==> src/rtl/irq_priority_dispatch.sv <==
// rtl/irq_priority_dispatch.sv - edge-detected pending interrupt collector with lowest-index valid/ready dispatch
// Optional IRQ_MASK_EN adds the irq_mask eligibility input.
module irq_priority_dispatch #(
   parameter int N = 8,
   localparam int PW = $clog2(N)
) (
   input  logic          clk,
   input  logic          areset_n,
   input  logic [N-1:0]  irq,
`ifdef IRQ_MASK_EN
   input  logic [N-1:0]  irq_mask,
`endif
   output logic          out_valid,
   output logic [PW-1:0] out_pos,
   input  logic          out_ready,
   output logic [N-1:0]  pending,
   output logic          overrun,
   input  logic          overrun_clr
);

   logic [N-1:0]  irq_d;
   logic [N-1:0]  rise;
   logic [N-1:0]  clr;
   logic [N-1:0]  kept;
   logic [N-1:0]  pending_next;
   logic [N-1:0]  cand;
   logic [PW-1:0] sel;
   logic          acc;
   logic          load;
   logic          overrun_set;

   assign rise         = irq & ~irq_d;
   assign acc          = out_valid & out_ready;
   assign clr          = acc ? (N'(1) << out_pos) : '0;
   assign kept         = pending & ~clr;
   assign pending_next = kept | rise;
   assign overrun_set  = |(rise & kept);
   assign load         = !out_valid || acc;

`ifdef IRQ_MASK_EN
   assign cand = pending_next & irq_mask;
`else
   assign cand = pending_next;
`endif

   // Scan downward so the lowest set index is the last one written.
   always_comb begin
      sel = '0;
      for (int i = N - 1; i >= 0; i--) begin
         if (cand[i]) begin
            sel = PW'(i);
         end
      end
   end

   always_ff @(posedge clk or negedge areset_n) begin
      if (!areset_n) begin
         irq_d     <= '0;
         pending   <= '0;
         out_valid <= 1'b0;
         out_pos   <= '0;
         overrun   <= 1'b0;
      end else begin
         irq_d   <= irq;
         pending <= pending_next;
         if (load) begin
            out_valid <= |cand;
            out_pos   <= sel;
         end
         if (overrun_set) begin
            overrun <= 1'b1;
         end else if (overrun_clr) begin
            overrun <= 1'b0;
         end
      end
   end

endmodule

==> config.mk <==
export PLATFORM = sky130hd
export DESIGN_NAME = irq_priority_dispatch
export DESIGN_NICKNAME = d
export VERILOG_FILES = /design/src/rtl/irq_priority_dispatch.sv
export SDC_FILE = /design/constraint.sdc
export NUM_CORES = 1
export LEC_CHECK = 0
export ABC_AREA = 1
export CAP_MARGIN = 30
export CORE_MARGIN = 8
export CORE_UTILIZATION = 25
export CTS_BUF_LIST = sky130_fd_sc_hd__clkbuf_8 sky130_fd_sc_hd__clkbuf_16
export CTS_CLUSTER_SIZE = 30
export DETAILED_ROUTE_END_ITERATION = 8
export MAX_ROUTING_LAYER = met4
export PLACE_DENSITY = 0.52
export SLEW_MARGIN = 20
export SYNTH_ARGS = -nofsm -noshare
export SYNTH_HDL_FRONTEND = slang
export SYNTH_SLANG_ARGS = --single-unit
==> constraint.sdc <==
create_clock -name clk -period 1.3 [get_ports clk]
set_input_delay 0.195 -clock clk [delete_from_list [all_inputs] [get_ports clk]]
set_output_delay 0.195 -clock clk [all_outputs]
set_load 0.1 [all_outputs]
### Word level (Yosys, flattened, before mapping)

Cells that the tools add are included.

* register bits after elaboration: 21
* output and inout bits: 13
* input bits: 12
* word-level logic and storage cells: 29

* reductions and logical operators: 5
* shift operators: 1
* muxes and demuxes: 11
* bitwise gates (word level): 7

Operator list (count)
* AND 8 bit: 3
* 2-to-1 mux 3 bit: 8
* inverter 8 bit: 2
* OR reduction 8 bit: 2
* 2-to-1 mux 8 bit: 1
* OR 8 bit: 1
* << shifter 1 x 3 -> 8 bit, first input constant: 1
* 2-to-1 mux 1 bit: 2
* nonzero test 2 bit: 1
* AND 1 bit: 1
* logical NOT 1 bit: 1
* logical OR 1 bit: 1

### Longest topological paths before layout

Gate-level depths: netlist (run 1).

* depth after elaboration: 13
* mapped depth: 13
* depth with buffers taken out: 13

### Worst setup path before layout (run 1)

Ideal clock, no wire load.

* path type: register -> register
* start point: register out_pos[2]
* end point: register out_pos[0]
* library setup time: 120 ps
* period minus slack after synthesis: 1993 ps
* required time: 1180 ps
* cell stages (with the launch flop): 12
* slack: -693 ps
* arrival time: 1873 ps
* buffers on the path: 0
* cells stage by stage: dfrtp_1 nand3_1 inv_1 a21boi_1 nor2_2 nand2_1 nand2_1 nand2_1 nand2_1 nand2_1 nand2_1 nand2_1

* word-level cells in the longest chain between the ends: 13

Ends and longest elaborated chain
* from (decl): RTL line 14 `output logic [PW-1:0] out_pos,`
* from (signal assigned): RTL line 68 `out_pos <= sel;`
* << shifter 1 x 3 -> 8 bit (*): RTL line 34 `assign clr = acc ? (N'(1) << out_pos) : '0;`
* 2-to-1 mux 8 bit (*): RTL line 34
* inverter 8 bit (*): RTL line 35 `assign kept = pending & ~clr;`
* AND 8 bit (*): RTL line 35
* OR 8 bit (*): RTL line 36 `assign pending_next = kept | rise;`
* 2-to-1 mux 3 bit (7 in a row): RTL line 50 `if (cand[i]) begin`
* 2-to-1 mux 3 bit (*): RTL line 50

Every way passes the cells marked *; elsewhere a longest branch is shown, timed or not.
A chain may end at the register's enable or synchronous reset.

### Worst setup path after layout (run 1)

* start point: register out_valid
* end point: register out_pos[1]

* elaborated cells between the ends (all ways): 15
* classes of those cells: mux (9); bitwise (4); reduce/logical (2)

RTL lines
* from (decl): RTL line 13 `output logic out_valid,`
* from (signal assigned): RTL line 67 `out_valid <= |cand;`
* AND 1 bit: RTL line 33 `assign acc = out_valid & out_ready;`
* 2-to-1 mux 8 bit: RTL line 34
* inverter 8 bit: RTL line 35
* AND 8 bit: RTL line 35
* OR 8 bit: RTL line 36
* via cand[2]: RTL line 26 `logic [N-1:0] cand;`
* 2-to-1 mux 3 bit (3 in a row): RTL line 50

The timed path passes the listed nets, and every way through them passes these cells.

==> flow_metrics.py, run 1 <==
metrics = {
    "status": {
        "outcome": "finished, violations left",
        "failed_checks": "negative setup slack",
    },
    "clock_network": {
        "clkLatencyLatePin_ps": 260,
        "cts_buffers": 3,
        "cts-root-buf": "clkbuf_8",
        "cts.sinks": 21,
        "clkTransAtPathRegs_ps": 70,
        "clockBufferDepth": 2,
        "htree_levels": 1,
        "cts_tree": "built",
    },
    "placement": {
        "gp_congestion": 0.897,
        "dpl.cell_count": 197,
        "port_buffers": 24,
        "place_ws_ps": -497,
        "placed_area_um2": 1530,
        "dp_hpwl_mm": 1.95,
    },
    "timing": {
        "grt_setup_unrepaired": "yes",
        "hold_slack_ps": 281,
        "fmax_mhz": 666,
        "finalHoldViolCount": 0,
        "min_period_over_period_pct": 115,
        "finalSetupViolations": 10,
        "finalClockSkew_ps": 0.944,
        "setup_ws_ps": -201,
        "relSlewSlack_pct": 81.7,
        "tightest_slew_ps": 275,
        "period_needed_ps": 1500,
        "slew_violations": 0,
    },
    "power_and_ir_drop": {
        "ir_drop_v": 0.000907,
        "switching_share_pct": 41.7,
        "power_frac_clock_pct": 18.4,
        "power.switching_uw": 958,
        "pwr-share-comb_pct": 45.4,
        "p_int_uw": 1340,
        "power_leakage_uw": 0.000784,
        "power_density_nw_per_um2": 1350,
        "p_seq_share_pct": 36.3,
    },
    "global_route": {
        "grt-ovfl-total": 0,
        "grt_pass1_wl_mm": 4.15,
        "grt_max_degree": 22,
        "grt_antenna_before_repair": 0,
        "grt_pass1_vias": 915,
        "grt_use_total_pct": 8.69,
    },
    "yosys": {
        "synthCells": 109,
        "yosysWarningCount": 0,
        "syn_area_um2": 955,
        "yosys_register_bits": 21,
        "synthSimpleGateAreaFrac_pct": 27.5,
        "ys_types": 22,
        "synth_top_family_by_area": "simple AND/OR/NAND/NOR gates",
        "synthMuxAreaShare_pct": 0,
        "synth_compound_area_share_pct": 8.91,
        "syn_nets": 121,
        "synth_xor_area_share_pct": 0,
        "ys_seq_area_share_pct": 55.0,
        "synthAdderAreaFrac_pct": 0,
        "avgSynthCellArea_um2": 8.76,
    },
    "worst_setup_path": {
        "worstSetupEndpointType": "flip-flop",
        "ff2ff_path_depth": 10,
        "startpoint_type": "flip-flop",
        "r2r-start": "out_valid",
        "worstSetupEndpoint": "out_pos[1]",
        "r2r-end": "out_pos[1]",
        "path_max_fanout": 3,
        "rrSetupSlack_ps": -200,
        "crit_type": "flip-flop to flip-flop",
        "startpoint": "out_valid",
        "required_ps": 1450,
        "worstPathArrival_ps": 1660,
    },
    "layout": {
        "layoutNonFillerInstCount": 208,
        "area_delta_synth_final_pct": 78.0,
        "fin_nets": 173,
        "seq_area_um2": 548,
        "fin_area_um2": 1700,
        "diodes": 0,
        "final_cell_mix": "nand2_1 (24), buf_4 (21), inv_1 (17), buf_12 (13), dfrtp_1 (11)",
        "final_common_cell": "nand2_1",
        "drive_gt1_share_pct": 49.4,
        "finalCoreUtilization_pct": 46.4,
        "multi_input_area_um2": 413,
        "fill_cells": 345,
    },
    "routing": {
        "final_antenna_net_count": 0,
        "first_pass_iters": 4,
        "drcViolationCount": 0,
        "first_iter_violations": 14,
        "vias": 860,
        "via_per_inst": 4.13,
        "finalWirelength_mm": 2.53,
        "wl_per_cell_um": 12.2,
    },
    "die": {
        "pin_count": 25,
        "core_area_um2": 3660,
        "die_w_um": 77.8,
        "die_h_um": 77.8,
        "start_util_pct": 26.1,
        "die-area_um2": 6050,
        "std_cell_rows": 22,
    },
    "worst_hold_path": {
        "hold_class": "input pin to asynchronous set/reset pin",
    },
    "job": {
        "cap_violations": 0,
    },
}
[critical path, stage by stage (launching register included)]
cell and delay, ps:
dfrtp_4 430, buf_6 100, nand2_4 40, nor2_4 90, inv_2 50, o21a_1 190
a21o_4 210, nor2_4 120, nand2_1 60, nand2_1 60, nand2_1 50
[synthesized netlist by cell type]
master,n,share of area [%]
o21ai_1,1,0.52
a21boi_1,2,1.6
nand4_1,1,0.66
o21a_1,1,0.79
nor2_2,3,2.0
o21ai_2,1,0.92
inv_1,18,7.1
dfrtp_1,21,55
nor2_4,2,2.4
nor3_1,1,0.52
clkinv_1,1,0.39
nand2_1,29,11
nor2_1,10,3.9
nand2_2,2,1.3
a21oi_2,2,1.8
nand3_1,7,3.7
inv_2,1,0.39
nor3_4,1,1.7
o21ai_0,2,1.0
inv_4,1,0.66
o22ai_1,1,0.66
a21o_4,1,1.6
[metrics by stage]
| step | TNS (ps) | power [uW] |
|---|---|---|
| floorplan | -1070 | 1370 |
| global placement | -3610 | 1770 |
| detailed placement | -3790 | 1780 |
| CTS | -967 | 2270 |
| global route | -1740 | 2400 |
| finish | -977 | 2300 |
[layout make-up]
| type | instances | area share, % |
|---|---|---|
| repair buffers | 47 | 32.3 |
| clock buffers | 3 | 2.43 |
| multi-input cells | 67 | 24.3 |
| clock inverters | 1 | 0.221 |
| inverters | 21 | 4.93 |
| well taps | 48 | 3.53 |
| flip-flops and latches | 21 | 32.3 |
[power by group through the flow]
stage	Clock, uW	Sequential, uW	Combinational (uW)
after CTS	436	814	1020
after detailed placement	0	811	968
final	422	834	1040
after global placement	0	808	961
after global routing	463	840	1100
after floorplan	0	1160	204
[timing repair]
item,in CTS,in global routing
gates resized for setup,15,10
cloned,0,0
hold buffers,0,0
pin swaps,5,7
endpoints found under the hold margin,0,0
setup buffers,4,4
setup endpoints to repair,7,9
[routing by layer]
| layer | track usage (%) | wire length, um | up-vias |
|---|---|---|---|
| li1 | - | - | 435 |
| met1 | 9.87 | 1100 | 398 |
| met2 | 14.3 | 1270 | 19 |
| met3 | 2.65 | 96 | 8 |
| met4 | 2.64 | 57 | 0 |
| met5 | - | 0 | - |
[how the worst min path moves through the flow]
stage,start,end,slack [ps],depth (start not counted)
6_report,areset_n,irq_d[5],280,2
5_1_grt,areset_n,irq_d[5],310,2
4_1_cts,areset_n,irq_d[5],290,2
3_5_place_dp,areset_n,irq_d[5],580,2
3_3_place_gp,areset_n,irq_d[5],560,2
2_1_floorplan,areset_n,irq_d[0],-100,0
[flip-flops by register name (all words and copies together), names as in the netlist]
register,flops
out_pos,3
irq_d,8
overrun,1
pending,8
out_valid,1
[cell families after synthesis]
| family | after synthesis |
|---|---|
| AND/OR/NAND/NOR | 56 |
| buffers and inverters | 21 |
| AO/OA/AOI/OAI | 11 |
| flip-flops | 21 |
No activity file was read; power rests on OpenSTA's default activity.
==> run 2, diff against run 1 <==
CORE_UTILIZATION = 34   (was 25)
CTS_CLUSTER_DIAMETER = 40   (was not set)
PLACE_DENSITY = 0.66   (was 0.52)
SKIP_CTS_REPAIR_TIMING = 1   (was not set)
==> run 2 against run 1 <==
Compared with the run above: the flow still finishes with violations (negative setup slack); combinational power about the same; register-to-register slack about the same; hold slack got worse by 17 ps; design area decreased by 4.1%; die area decreased by 21%; sequential share of layout area increased by 1.4 points; maximum frequency decreased by 0.35%; first-iteration DRC count increased by 110%; clock power increased by 5.5%; setup slack got worse by 5.3 ps; critical path type unchanged.
==> flow_metrics.py, run 2 (same netlist as run 1, synthesis figures left out) <==
metrics = {
    "worst_setup_path": {
        "r2r-end": "out_pos[2]",
        "worstPathArrival_ps": 1700,
        "worstSetupEndpoint": "out_pos[2]",
        "r2r-start": "out_valid",
        "startpoint_type": "flip-flop",
        "worstSetupEndpointType": "flip-flop",
        "required_ps": 1490,
        "ff2ff_path_depth": 10,
        "crit_type": "flip-flop to flip-flop",
        "startpoint": "out_valid",
        "rrSetupSlack_ps": -210,
        "path_max_fanout": 4,
    },
    "timing": {
        "hold_slack_ps": 264,
        "tightest_slew_ps": 280,
        "relSlewSlack_pct": 81.3,
        "grt_setup_unrepaired": "yes",
        "min_period_over_period_pct": 116,
        "finalClockSkew_ps": 4.18,
        "fmax_mhz": 664,
        "period_needed_ps": 1510,
        "finalHoldViolCount": 0,
        "finalSetupViolations": 6,
        "setup_ws_ps": -206,
        "slew_violations": 0,
    },
    "layout": {
        "layoutNonFillerInstCount": 183,
        "area_delta_synth_final_pct": 70.6,
        "final_common_cell": "nand2_1",
        "final_cell_mix": "nand2_1 (24), inv_1 (16), buf_12 (13), buf_4 (13), dfrtp_1 (11)",
        "fin_nets": 165,
        "top_regs": "irq_d x8, pending x8, out_pos x3",
        "fill_cells": 240,
        "diodes": 0,
        "drive_gt1_share_pct": 48.7,
    },
    "routing": {
        "first_pass_iters": 5,
        "finalWirelength_mm": 2.36,
        "drcViolationCount": 0,
        "final_antenna_net_count": 0,
        "via_per_inst": 4.57,
        "wl_met3_um": 87,
        "dr_wl_met2_mm": 1.20,
        "first_iter_violations": 29,
        "wl_per_cell_um": 12.9,
        "vias": 836,
        "wl_met1_mm": 1.04,
        "highest_layer": "met4",
    },
    "die": {
        "pin_count": 25,
        "core_area_um2": 2710,
        "die_h_um": 69.0,
        "die-area_um2": 4760,
        "std_cell_rows": 19,
        "die_w_um": 69.0,
        "start_util_pct": 35.2,
    },
    "power_and_ir_drop": {
        "power_density_nw_per_um2": 1400,
        "ir_drop_v": 0.00114,
        "power_leakage_uw": 0.000743,
    },
    "global_route": {
        "grt-ovfl-total": 0,
        "grt_max_degree": 22,
        "grt_pass1_vias": 883,
        "grt_antenna_before_repair": 0,
        "grt_pass1_wl_mm": 3.80,
        "grt_use_total_pct": 11.0,
    },
    "clock_network": {
        "clkTransAtPathRegs_ps": 80,
        "clkLatencyLatePin_ps": 270,
        "htree_levels": 1,
        "cts_buffers": 3,
        "cts-root-buf": "clkbuf_8",
        "cts.sinks": 21,
        "cts_tree": "built",
        "clockBufferDepth": 2,
    },
    "placement": {
        "dpl.cell_count": 177,
        "dp_hpwl_mm": 1.81,
        "place_ws_ps": -505,
        "gp_congestion": 0.906,
        "port_buffers": 24,
    },
    "status": {
        "failed_checks": "negative setup slack",
        "outcome": "finished, violations left",
    },
    "worst_hold_path": {
        "hold_class": "input pin to asynchronous set/reset pin",
    },
    "job": {
        "cap_violations": 0,
    },
}
## run 2: cell types whose count changed in the layout (fill, tap and decap cells not counted)
cell	previous run	this run
buf_4	21	13
clkinvlp_4	0	1
dlygate4sd2_1	1	0
dlymetal6s2s_1	0	1
inv_1	17	16
nand3_2	1	0
nand3_4	0	1
nor2_1	5	4
nor2_2	6	9
nor2_4	4	2
o21ai_0	1	2
o21ai_1	2	0
o21ai_2	1	2
## run 2: where the power goes
group / internal [uW] / total, uW / switching [uW]
clock: 217 / 445 / 228
sequential: 730 / 812 / 81.7
combinational: 383 / 1020 / 639
## run 2: worst min path at each step
stage | from | end | slack [ps] | cells past startpoint
after floorplan | areset_n | irq_d[0] | -100 | 0
after global placement | areset_n | irq_d[5] | 560 | 2
after detailed placement | irq_d[7] | pending[7] | 560 | 3
after CTS | areset_n | irq_d[4] | 270 | 2
after global routing | areset_n | irq_d[7] | 290 | 2
final | areset_n | irq_d[4] | 260 | 2
## run 2: area by class of cell
class	instances	area [um2]	share of cell area (%)
flip-flops and latches	21	548	33.6
inverters	21	83.8	5.15
repair buffers	39	493	30.3
well taps	31	38.8	2.38
multi-input cells	67	417	25.6
clock buffers	3	41.3	2.53
clock inverters	1	7.51	0.461
## run 2: per-stage QoR
stage / setup TNS (ps) / power [uW] / util, % / instance area (um2)
2_1_floorplan: -1070 / 1370 / - / 982
3_3_place_gp: -3160 / 1760 / 54.9 / 1490
3_5_place_dp: -3700 / 1770 / 54.9 / 1490
4_1_cts: -1050 / 2220 / 56.7 / 1540
5_1_grt: -1500 / 2390 / 60.1 / 1630
6_report: -900 / 2280 / 60.1 / 1630
## run 2: layer usage
metal,vias up,global-route usage (%)
met1,402,13.3
li1,416,-
met5,-,-
met2,16,17.3
met4,0,5.26
met3,2,2.10
## run 2: critical path: stages (launching register included)
cell and delay [ps]:
dfrtp_4 460, nand2_4 60, nor2_4 130, inv_2 60
nor2_2 130, nor2_2 60, a21oi_2 190, inv_4 60
nor2_4 100, nand2_2 70, o21ai_2 130
==> run 3, diff against run 2 <==
SLEW_MARGIN = not set   (was 20)
==> results of run 3 <==
No change in the layout: final DEF, timing and power equal those of run 2.
